### src/rtl/spi_byte_receiver_if.sv
// Pin and byte-strobe bundle of the SPI byte receiver: raw SPI pins in, echo pin and byte strobe out.
// The master modport is the SPI host / dispatcher side, the slave modport is the receiver itself.
interface spi_byte_receiver_if;
  logic       sclk;
  logic       mosi;
  logic       cs_n;
  logic       miso;
  logic       miso_oe;
  logic [7:0] rx_byte;
  logic       rdy;
  logic       overrun;
  logic       busy;

  modport master (
    output sclk, mosi, cs_n,
    input  miso, miso_oe, rx_byte, rdy, overrun, busy
  );

  modport slave (
    input  sclk, mosi, cs_n,
    output miso, miso_oe, rx_byte, rdy, overrun, busy
  );
endinterface

### src/rtl/spi_byte_receiver.sv
// SPI mode-0 slave: oversampled pins, MSB-first bytes, rdy held RDY_HOLD cycles, MISO echoes last byte.
// Byte and rdy appear on the 3rd clk edge after the raw 8th sclk rise; a byte completing while rdy is high is dropped and flags overrun.
module spi_byte_receiver #(
  parameter int RDY_HOLD = 4
) (
  input logic               clk,
  input logic               reset,
  spi_byte_receiver_if.slave bus
);

  typedef enum logic {
    ST_IDLE,
    ST_HOLD
  } rdy_state_t;

  localparam logic [4:0] HOLD_INIT = 5'(RDY_HOLD - 1);

  logic sclk_s1, sclk_s2, sclk_s3;
  logic mosi_s1, mosi_s2;
  logic cs_s1, cs_s2, cs_s3;

  logic       sclk_rise, sclk_fall;
  logic       cs_active, cs_start;
  logic       bit_rise, byte_done, accept, drop;
  logic [7:0] rx_next;

  logic [2:0] bit_cnt;
  logic [7:0] rx_shift;
  logic [7:0] tx_shift;
  logic [7:0] rx_byte_q;
  logic       overrun_q;

  rdy_state_t state, state_nxt;
  logic [4:0] hold_cnt, hold_nxt;

  always_ff @(posedge clk) begin
    if (!reset) begin
      sclk_s1 <= 1'b0;
      sclk_s2 <= 1'b0;
      sclk_s3 <= 1'b0;
      mosi_s1 <= 1'b0;
      mosi_s2 <= 1'b0;
      cs_s1   <= 1'b1;
      cs_s2   <= 1'b1;
      cs_s3   <= 1'b1;
    end else begin
      sclk_s1 <= bus.sclk;
      sclk_s2 <= sclk_s1;
      sclk_s3 <= sclk_s2;
      mosi_s1 <= bus.mosi;
      mosi_s2 <= mosi_s1;
      cs_s1   <= bus.cs_n;
      cs_s2   <= cs_s1;
      cs_s3   <= cs_s2;
    end
  end

  always_comb begin
    sclk_rise = sclk_s2 & ~sclk_s3;
    sclk_fall = ~sclk_s2 & sclk_s3;
    cs_active = ~cs_s2;
    cs_start  = ~cs_s2 & cs_s3;
    bit_rise  = cs_active & ~cs_start & sclk_rise;
    byte_done = bit_rise & (bit_cnt == 3'd7);
    accept    = byte_done & (state == ST_IDLE);
    drop      = byte_done & (state == ST_HOLD);
    rx_next   = {rx_shift[6:0], mosi_s2};
  end

  always_ff @(posedge clk) begin
    if (!reset) begin
      bit_cnt  <= 3'd0;
      rx_shift <= 8'h00;
    end else if (!cs_active || cs_start) begin
      bit_cnt  <= 3'd0;
      rx_shift <= 8'h00;
    end else if (bit_rise) begin
      bit_cnt  <= bit_cnt + 3'd1;
      rx_shift <= rx_next;
    end
  end

  always_ff @(posedge clk) begin
    if (!reset) begin
      rx_byte_q <= 8'h00;
    end else if (accept) begin
      rx_byte_q <= rx_next;
    end
  end

  always_ff @(posedge clk) begin
    if (!reset) begin
      overrun_q <= 1'b0;
    end else if (cs_start) begin
      overrun_q <= 1'b0;
    end else if (drop) begin
      overrun_q <= 1'b1;
    end
  end

  // The fall right after the 8th rise (bit_cnt already wrapped to 0) must not
  // shift, otherwise the freshly reloaded echo byte would lose its MSB.
  always_ff @(posedge clk) begin
    if (!reset) begin
      tx_shift <= 8'h00;
    end else if (cs_active) begin
      if (cs_start) begin
        tx_shift <= rx_byte_q;
      end else if (accept) begin
        tx_shift <= rx_next;
      end else if (drop) begin
        tx_shift <= rx_byte_q;
      end else if (sclk_fall && bit_cnt != 3'd0) begin
        tx_shift <= {tx_shift[6:0], 1'b0};
      end
    end
  end

  always_ff @(posedge clk) begin
    if (!reset) begin
      state    <= ST_IDLE;
      hold_cnt <= 5'd0;
    end else begin
      state    <= state_nxt;
      hold_cnt <= hold_nxt;
    end
  end

  always_comb begin
    state_nxt = state;
    hold_nxt  = hold_cnt;
    case (state)
      ST_IDLE: begin
        if (accept) begin
          state_nxt = ST_HOLD;
          hold_nxt  = HOLD_INIT;
        end
      end
      ST_HOLD: begin
        if (hold_cnt == 5'd0) begin
          state_nxt = ST_IDLE;
        end else begin
          hold_nxt = hold_cnt - 5'd1;
        end
      end
      default: begin
        state_nxt = ST_IDLE;
        hold_nxt  = 5'd0;
      end
    endcase
  end

  assign bus.miso    = tx_shift[7];
  assign bus.miso_oe = cs_active;
  assign bus.busy    = cs_active;
  assign bus.rx_byte = rx_byte_q;
  assign bus.rdy     = (state == ST_HOLD);
  assign bus.overrun = overrun_q;

endmodule
### src/flat_wrapper.sv
// flat-port wrapper written by rule: the top's interface ports become plain ports
module spi_byte_receiver_flat 
#(
  parameter int RDY_HOLD = 4
)
  (clk, reset, bus_sclk, bus_mosi, bus_cs_n, bus_miso, bus_miso_oe, bus_rx_byte, bus_rdy, bus_overrun, bus_busy);
  spi_byte_receiver_if bus_i ();
  input logic clk;
  input logic reset;
  input wire logic [$bits(bus_i.sclk)-1:0] bus_sclk;
  input wire logic [$bits(bus_i.mosi)-1:0] bus_mosi;
  input wire logic [$bits(bus_i.cs_n)-1:0] bus_cs_n;
  output wire logic [$bits(bus_i.miso)-1:0] bus_miso;
  output wire logic [$bits(bus_i.miso_oe)-1:0] bus_miso_oe;
  output wire logic [$bits(bus_i.rx_byte)-1:0] bus_rx_byte;
  output wire logic [$bits(bus_i.rdy)-1:0] bus_rdy;
  output wire logic [$bits(bus_i.overrun)-1:0] bus_overrun;
  output wire logic [$bits(bus_i.busy)-1:0] bus_busy;
  assign bus_i.sclk = bus_sclk;
  assign bus_i.mosi = bus_mosi;
  assign bus_i.cs_n = bus_cs_n;
  assign bus_miso = bus_i.miso;
  assign bus_miso_oe = bus_i.miso_oe;
  assign bus_rx_byte = bus_i.rx_byte;
  assign bus_rdy = bus_i.rdy;
  assign bus_overrun = bus_i.overrun;
  assign bus_busy = bus_i.busy;
  spi_byte_receiver #(.RDY_HOLD(RDY_HOLD)) u_core (.clk(clk), .reset(reset), .bus(bus_i));
endmodule
### config.mk
export PLATFORM = sky130hd
export DESIGN_NAME = spi_byte_receiver_flat
export DESIGN_NICKNAME = d
export VERILOG_FILES = /design/src/rtl/spi_byte_receiver_if.sv /design/src/rtl/spi_byte_receiver.sv /design/src/flat_wrapper.sv
export SDC_FILE = /design/constraint.sdc
export NUM_CORES = 1
export LEC_CHECK = 0
export CORE_ASPECT_RATIO = 0.8
export CORE_MARGIN = 1.5
export CORE_UTILIZATION = 35
export CTS_CLUSTER_DIAMETER = 60
export DETAILED_ROUTE_END_ITERATION = 8
export PLACE_DENSITY_LB_ADDON = 0.15
export RECOVER_POWER = 100
export SYNTH_ARGS = -nofsm -noshare
export SYNTH_HDL_FRONTEND = slang
export SYNTH_SLANG_ARGS = --single-unit
### constraint.sdc
create_clock -name clk -period 2 [get_ports clk]
set_input_delay 0.4 -clock clk [delete_from_list [all_inputs] [get_ports clk]]
set_output_delay 0.4 -clock clk [all_outputs]
set_load 0.005 [all_outputs]
=== After elaboration in Yosys (flattened, before gate mapping) ===
Index checks and enable logic that the tools add are counted.

* Register bits: 41
* Latch bits: 0
* RAM bits: 0
* Bits in read-only memories: 0
* Input bits: 5
* Output and inout bits: 13
* Word-level logic and storage cells: 53
* Memories: 0

* Add/subtract/negate cells: 2
* $mul: 0
* Divide/modulo/power cells: 0
* Magnitude comparators: 0
* Equality and inequality tests: 3
* Shift-type cells: 0
* Mux-type cells: 10
* Bitwise logic cells: 14
* Reduce and logical (&&, ||, !) cells: 9

{| class="wikitable"
|+ Operators with widths
! cell !! count
|-
| $mux W8 || 4
|-
| $mux W5 || 2
|-
| $pmux W5 S2 || 1
|-
| $and A1 B1 Y1 || 8
|-
| $not A1 Y1 || 6
|-
| $logic_not A5 Y1 || 1
|-
| $sub A5 B1 Y5 const B || 1
|-
| $reduce_and A2 Y1 || 2
|-
| $reduce_bool A4 Y1 || 1
|-
| $reduce_or A2 Y1 || 2
|-
| $add A3 B1 Y3 const B || 1
|-
| $eq A3 B3 Y1 const B || 1
|-
| $reduce_bool A3 Y1 || 1
|-
| $mux W1 || 2
|-
| $ne A2 B1 Y1 const B || 1
|-
| $ne A2 B2 Y1 const B || 1
|-
| $pmux W1 S2 || 1
|-
| $logic_and A1 B1 Y1 || 1
|-
| $logic_or A1 B1 Y1 || 1
|}

=== Depth between registers and ports, before layout ===
* Depth after elaboration: 10
* Mapped depth: 8
* Depth with buffers taken out: 6

=== Worst setup path after synthesis ===
OpenSTA, ideal clock, no wires.

* Path kind: register to register
* Start: reg u_core.bit_cnt[0]
* End: reg u_core.tx_shift[7]
* Setup time: 132 ps
* Arrival: 1716 ps
* Data required time: 1868 ps
* Path slack: 153 ps
* Cell stages (with the launch flop): 8
* Path buffers: 1
* Period minus slack after synthesis: 1847 ps
* Cell sequence: dfxtp_1 -> ha_1 -> ha_1 -> inv_1 -> o41ai_4 -> or2_0 -> buf_4 -> a41oi_2

* Cells in the longest elaborated chain, start to end: 6
* Elaborated cells between the ends (all ways): 11
* Those cells by class: eq/ne: 1; mux: 3; bitwise: 3; reduce/logical: 4

{| class="wikitable"
|+ RTL lines
! item !! line !! text
|-
| from (decl) || spi_byte_receiver.sv:27 || <nowiki>logic [2:0] bit_cnt;</nowiki>
|-
| from (signal assigned) || spi_byte_receiver.sv:78 || <nowiki>bit_cnt <= bit_cnt + 3'd1;</nowiki>
|-
| $eq A3 B3 Y1 || spi_byte_receiver.sv:64 || <nowiki>byte_done = bit_rise & (bit_cnt == 3'd7);</nowiki>
|-
| $and A1 B1 Y1 || spi_byte_receiver.sv:64 ||
|-
| $and A1 B1 Y1 || spi_byte_receiver.sv:66 || <nowiki>drop = byte_done & (state == ST_HOLD);</nowiki>
|-
| $mux W8 || spi_byte_receiver.sv:111 || <nowiki>end else if (drop) begin</nowiki>
|-
| $mux W8 || spi_byte_receiver.sv:109 || <nowiki>end else if (accept) begin</nowiki>
|-
| $mux W8 || spi_byte_receiver.sv:107 || <nowiki>if (cs_start) begin</nowiki>
|-
| to (signal assigned) || spi_byte_receiver.sv:108 || <nowiki>tx_shift <= rx_byte_q;</nowiki>
|-
| to (signal assigned) || spi_byte_receiver.sv:110 || <nowiki>tx_shift <= rx_next;</nowiki>
|-
| to (signal assigned) || spi_byte_receiver.sv:112 || <nowiki>tx_shift <= rx_byte_q;</nowiki>
|-
| to (decl) || spi_byte_receiver.sv:29 || <nowiki>logic [7:0] tx_shift;</nowiki>
|}

Several ways; a longest one is shown, not always the timed one.
A chain may end at the register's enable or synchronous reset.

=== Worst setup path in the final report ===
* Start: reg u_core.state, in the netlist u_core.bus.rdy
* End: out bus_rdy

{| class="wikitable"
|+ RTL lines
! item !! line !! text
|-
| from (decl) || spi_byte_receiver.sv:33 || <nowiki>rdy_state_t state, state_nxt;</nowiki>
|-
| from (signal assigned) || spi_byte_receiver.sv:124 || <nowiki>state <= state_nxt;</nowiki>
|-
| to (decl) || flat_wrapper.sv:16 || <nowiki>output wire logic [$bits(bus_i.rdy)-1:0] bus_rdy;</nowiki>
|}

No word-level cell between the ends.

==> flow_metrics.env <==
export IMPL_grt_setup_unrepaired="no"
export IMPL_synth_warning_count=0
export IMPL_finalSetupViolCount=0
export IMPL_synth_cell_area_um2=1730
export IMPL_clk_pin_slew_worst_paths_ns=0.08
export IMPL_port_buffers=17
export IMPL_clock_path_buffers=2
export IMPL_route_detailed_wl_per_inst_um=14.2
export IMPL_clk_insertion_delay_late_ns=0.29
export IMPL_hold_violations=0
export IMPL_gpl_final_weighted_congestion=0.783
export IMPL_yosysUniqueCellTypes=29
export IMPL_postSynthCellCount=194
export IMPL_vias=1439
export IMPL_drive_gt1_share_pct=11.6
export IMPL_hold_path_class="register to register"
export IMPL_crit_family="buffers and inverters"
export IMPL_cts_tree="built"
export IMPL_pre_cts_ws_ns=0.154
export IMPL_route_antenna_remaining_nets=0
export IMPL_synthesized_area_divided_by_synthesized_cell_count_um2=8.90
export IMPL_count_of_pins_over_their_slew_limit=0
export IMPL_synth_yosys_seq_area_share_pct=47.5
export IMPL_fin_skew_ns=0.0104
export IMPL_timing_critical_path_cells="dlygate4sd3_1"
export IMPL_root_buffer="clkbuf_8"
export IMPL_grtUsageTotal_pct=16.8
export IMPL_final_net_count=224
export IMPL_worstPathArrival_ns=1.47
export IMPL_layout_common_cells="nand2_1, dfxtp_1, a21oi_1"
export IMPL_hold_buffers=0
export IMPL_final_period_minus_worst_setup_slack_ns=1.87
export IMPL_post_route_worst_hold_slack_ns=0.428
export IMPL_global_route_wire_length_before_repair_um=6730
export IMPL_synth_net_count=203
export IMPL_outcome="finished, final reports clean"
export IMPL_drcViolationCount=0
export IMPL_end_kind="primary output"
export IMPL_slew_limit_headroom_pct=69.4
export IMPL_p_leak_nw=0.742
export IMPL_die_h_um=65.8
export IMPL_worst_slew_pin_transition_ns=0.459
export IMPL_fin_ws_ns=0.133
export IMPL_layout_cells_most_common="nand2_1"
export IMPL_detailedRoute_firstPassIterationCount=4
export IMPL_fin_setup_tns_ns=0
export IMPL_antenna_cells=0
export IMPL_floorplan_die_width_um=81.5
export IMPL_cts_setup_buffers=0
export IMPL_tritoncts_num_buffers=5
export IMPL_placedInstanceArea_um2=1980
export IMPL_dp_final_hpwl_um=2820
export IMPL_area_growth_syn_to_layout_pct=19.5
export IMPL_io_pins=18
export IMPL_cts_max_level=2
export IMPL_worst_path_max_fanout=8
export IMPL_finalWirelength_um=3910
export IMPL_setup_worst_path_start_class="register"
export IMPL_drt_initial_drc_count=138
export IMPL_final_area_um2=2060
export IMPL_cts_repair_resized=0
export IMPL_grt_pass1_vias=1371
export IMPL_detail_route_vias_per_cell=5.21
export IMPL_fp_dieArea_um2=5370
export IMPL_achievable_frequency_mhz=536
export IMPL_power_per_cell_area_nw_per_um2=769
export IMPL_synth_ff_latch_count=41
export IMPL_timing_critical_path_slowest_stage_cell="dlygate4sd3_1"
export IMPL_rows=22
export IMPL_antenna_found_initial=0
export IMPL_critical_path_max_stage_delay_ns=0.63
export IMPL_start_util_pct=37.1
export IMPL_fin_crit_sh_pct=93.3
export IMPL_critPathRequiredTime_ns=1.60
export IMPL_drv_max_cap_violation_count=0
export IMPL_pin_count_of_the_biggest_net_entering_global_routing=14
export IMPL_fp_coreArea_um2=4650
export IMPL_setup_worst_path_class="register to primary output"
export IMPL_tritoncts_num_sinks=41
export IMPL_vdd_ir_drop_max_uv=426
export IMPL_overflow=0
export IMPL_critPathBufInv=1
## stage by stage
step,total power [mW],std cells,utilization (%)
floorplan,0.902,194,-
global placement,0.930,268,42.5
finish,1.59,276,44.4
CTS,1.60,276,45.0
global route,1.64,276,44.4
detailed placement,0.932,268,42.5
## where the power goes
part	total [mW]	leakage, nW	switching (mW)	internal, mW
clock network	0.678	0.0585	0.271	0.407
logic	0.0673	0.350	0.0358	0.0315
registers	0.840	0.333	0.00965	0.831
total	1.59	0.742	0.317	1.27
## worst register-to-register path, cell delays in order (launching register included)
cell and delay (ns):
dfxtp_1 0.35, ha_1 0.17, ha_2 0.23, inv_1 0.10
o41ai_2 0.41, buf_4 0.23, o31ai_1 0.09, a41oi_2 0.18
## flip-flops by register name, summed over array words and instances, names as in the netlist
register / flops
u_core.bit_cnt: 3
u_core.bus.overrun: 1
u_core.bus.rdy: 1
u_core.bus.rx_byte: 8
u_core.cs_s1: 1
u_core.cs_s2: 1
u_core.cs_s3: 1
u_core.hold_cnt: 5
u_core.mosi_s1: 1
u_core.mosi_s2: 1
u_core.rx_shift: 7
u_core.sclk_s1: 1
u_core.sclk_s2: 1
u_core.sclk_s3: 1
u_core.tx_shift: 8
## layout make-up
type	count	area, um2
timing repair buffer	25	219
clock buffer	7	86.3
clock inverter	1	30.0
tap	60	75.1
inverter	12	45.0
multi-input combinational	130	787
fill	447	2590
sequential	41	821
## cell usage after synthesis
library cell	number	share of area (%)
ha_1	4	2.9
dfxtp_1	41	48
and2_1	4	1.4
or2_0	1	0.36
buf_1	1	0.22
clkbuf_1	6	1.3
or3_1	2	0.72
nand3_1	12	3.5
nor4b_2	1	0.87
o41ai_4	1	1.6
buf_4	3	1.3
nor3_4	1	0.94
or4b_4	1	0.80
nand4b_1	1	0.51
clkbuf_2	1	0.29
o21ai_1	1	0.29
o21ai_0	2	0.58
inv_1	11	2.4
or3b_2	2	1.0
o31ai_1	8	3.5
o2111a_1	1	0.65
nand2_1	48	10
a31oi_1	5	1.8
a41oi_2	7	6.6
a21oi_1	21	6.1
nand2b_1	3	1.1
o211ai_1	1	0.43
nor2_1	3	0.65
inv_2	1	0.22
## kinds of logic after synthesis
kind of cell             after synthesis  share of synthesized area (%)
AND/OR/NAND/NOR                       79                           22.3
AO/OA/AOI/OAI                         47                           21.5
flip-flops                            41                           47.5
buffers and inverters                 23                           5.72
adder cells (fa/ha/maj)                4                           2.90
## worst paths after layout
kind,from,endpoint,slack (ns),depth (start not counted)
worst max-delay path,u_core.bus.rdy,bus_rdy,0.13,1
worst min-delay path,u_core.sclk_s1,u_core.sclk_s2,0.43,1
worst max register to register,u_core.bit_cnt[0],u_core.tx_shift[6],0.17,7
worst min register to register,u_core.sclk_s1,u_core.sclk_s2,0.43,1
## per-layer routing
layer  global-route usage (%)  share of wire, %
met5                        0                 0
met4                     5.17               1.1
met3                     3.72               6.4
met2                     25.1                43
met1                     23.8                50
No activity file was read; power rests on OpenSTA's default activity.
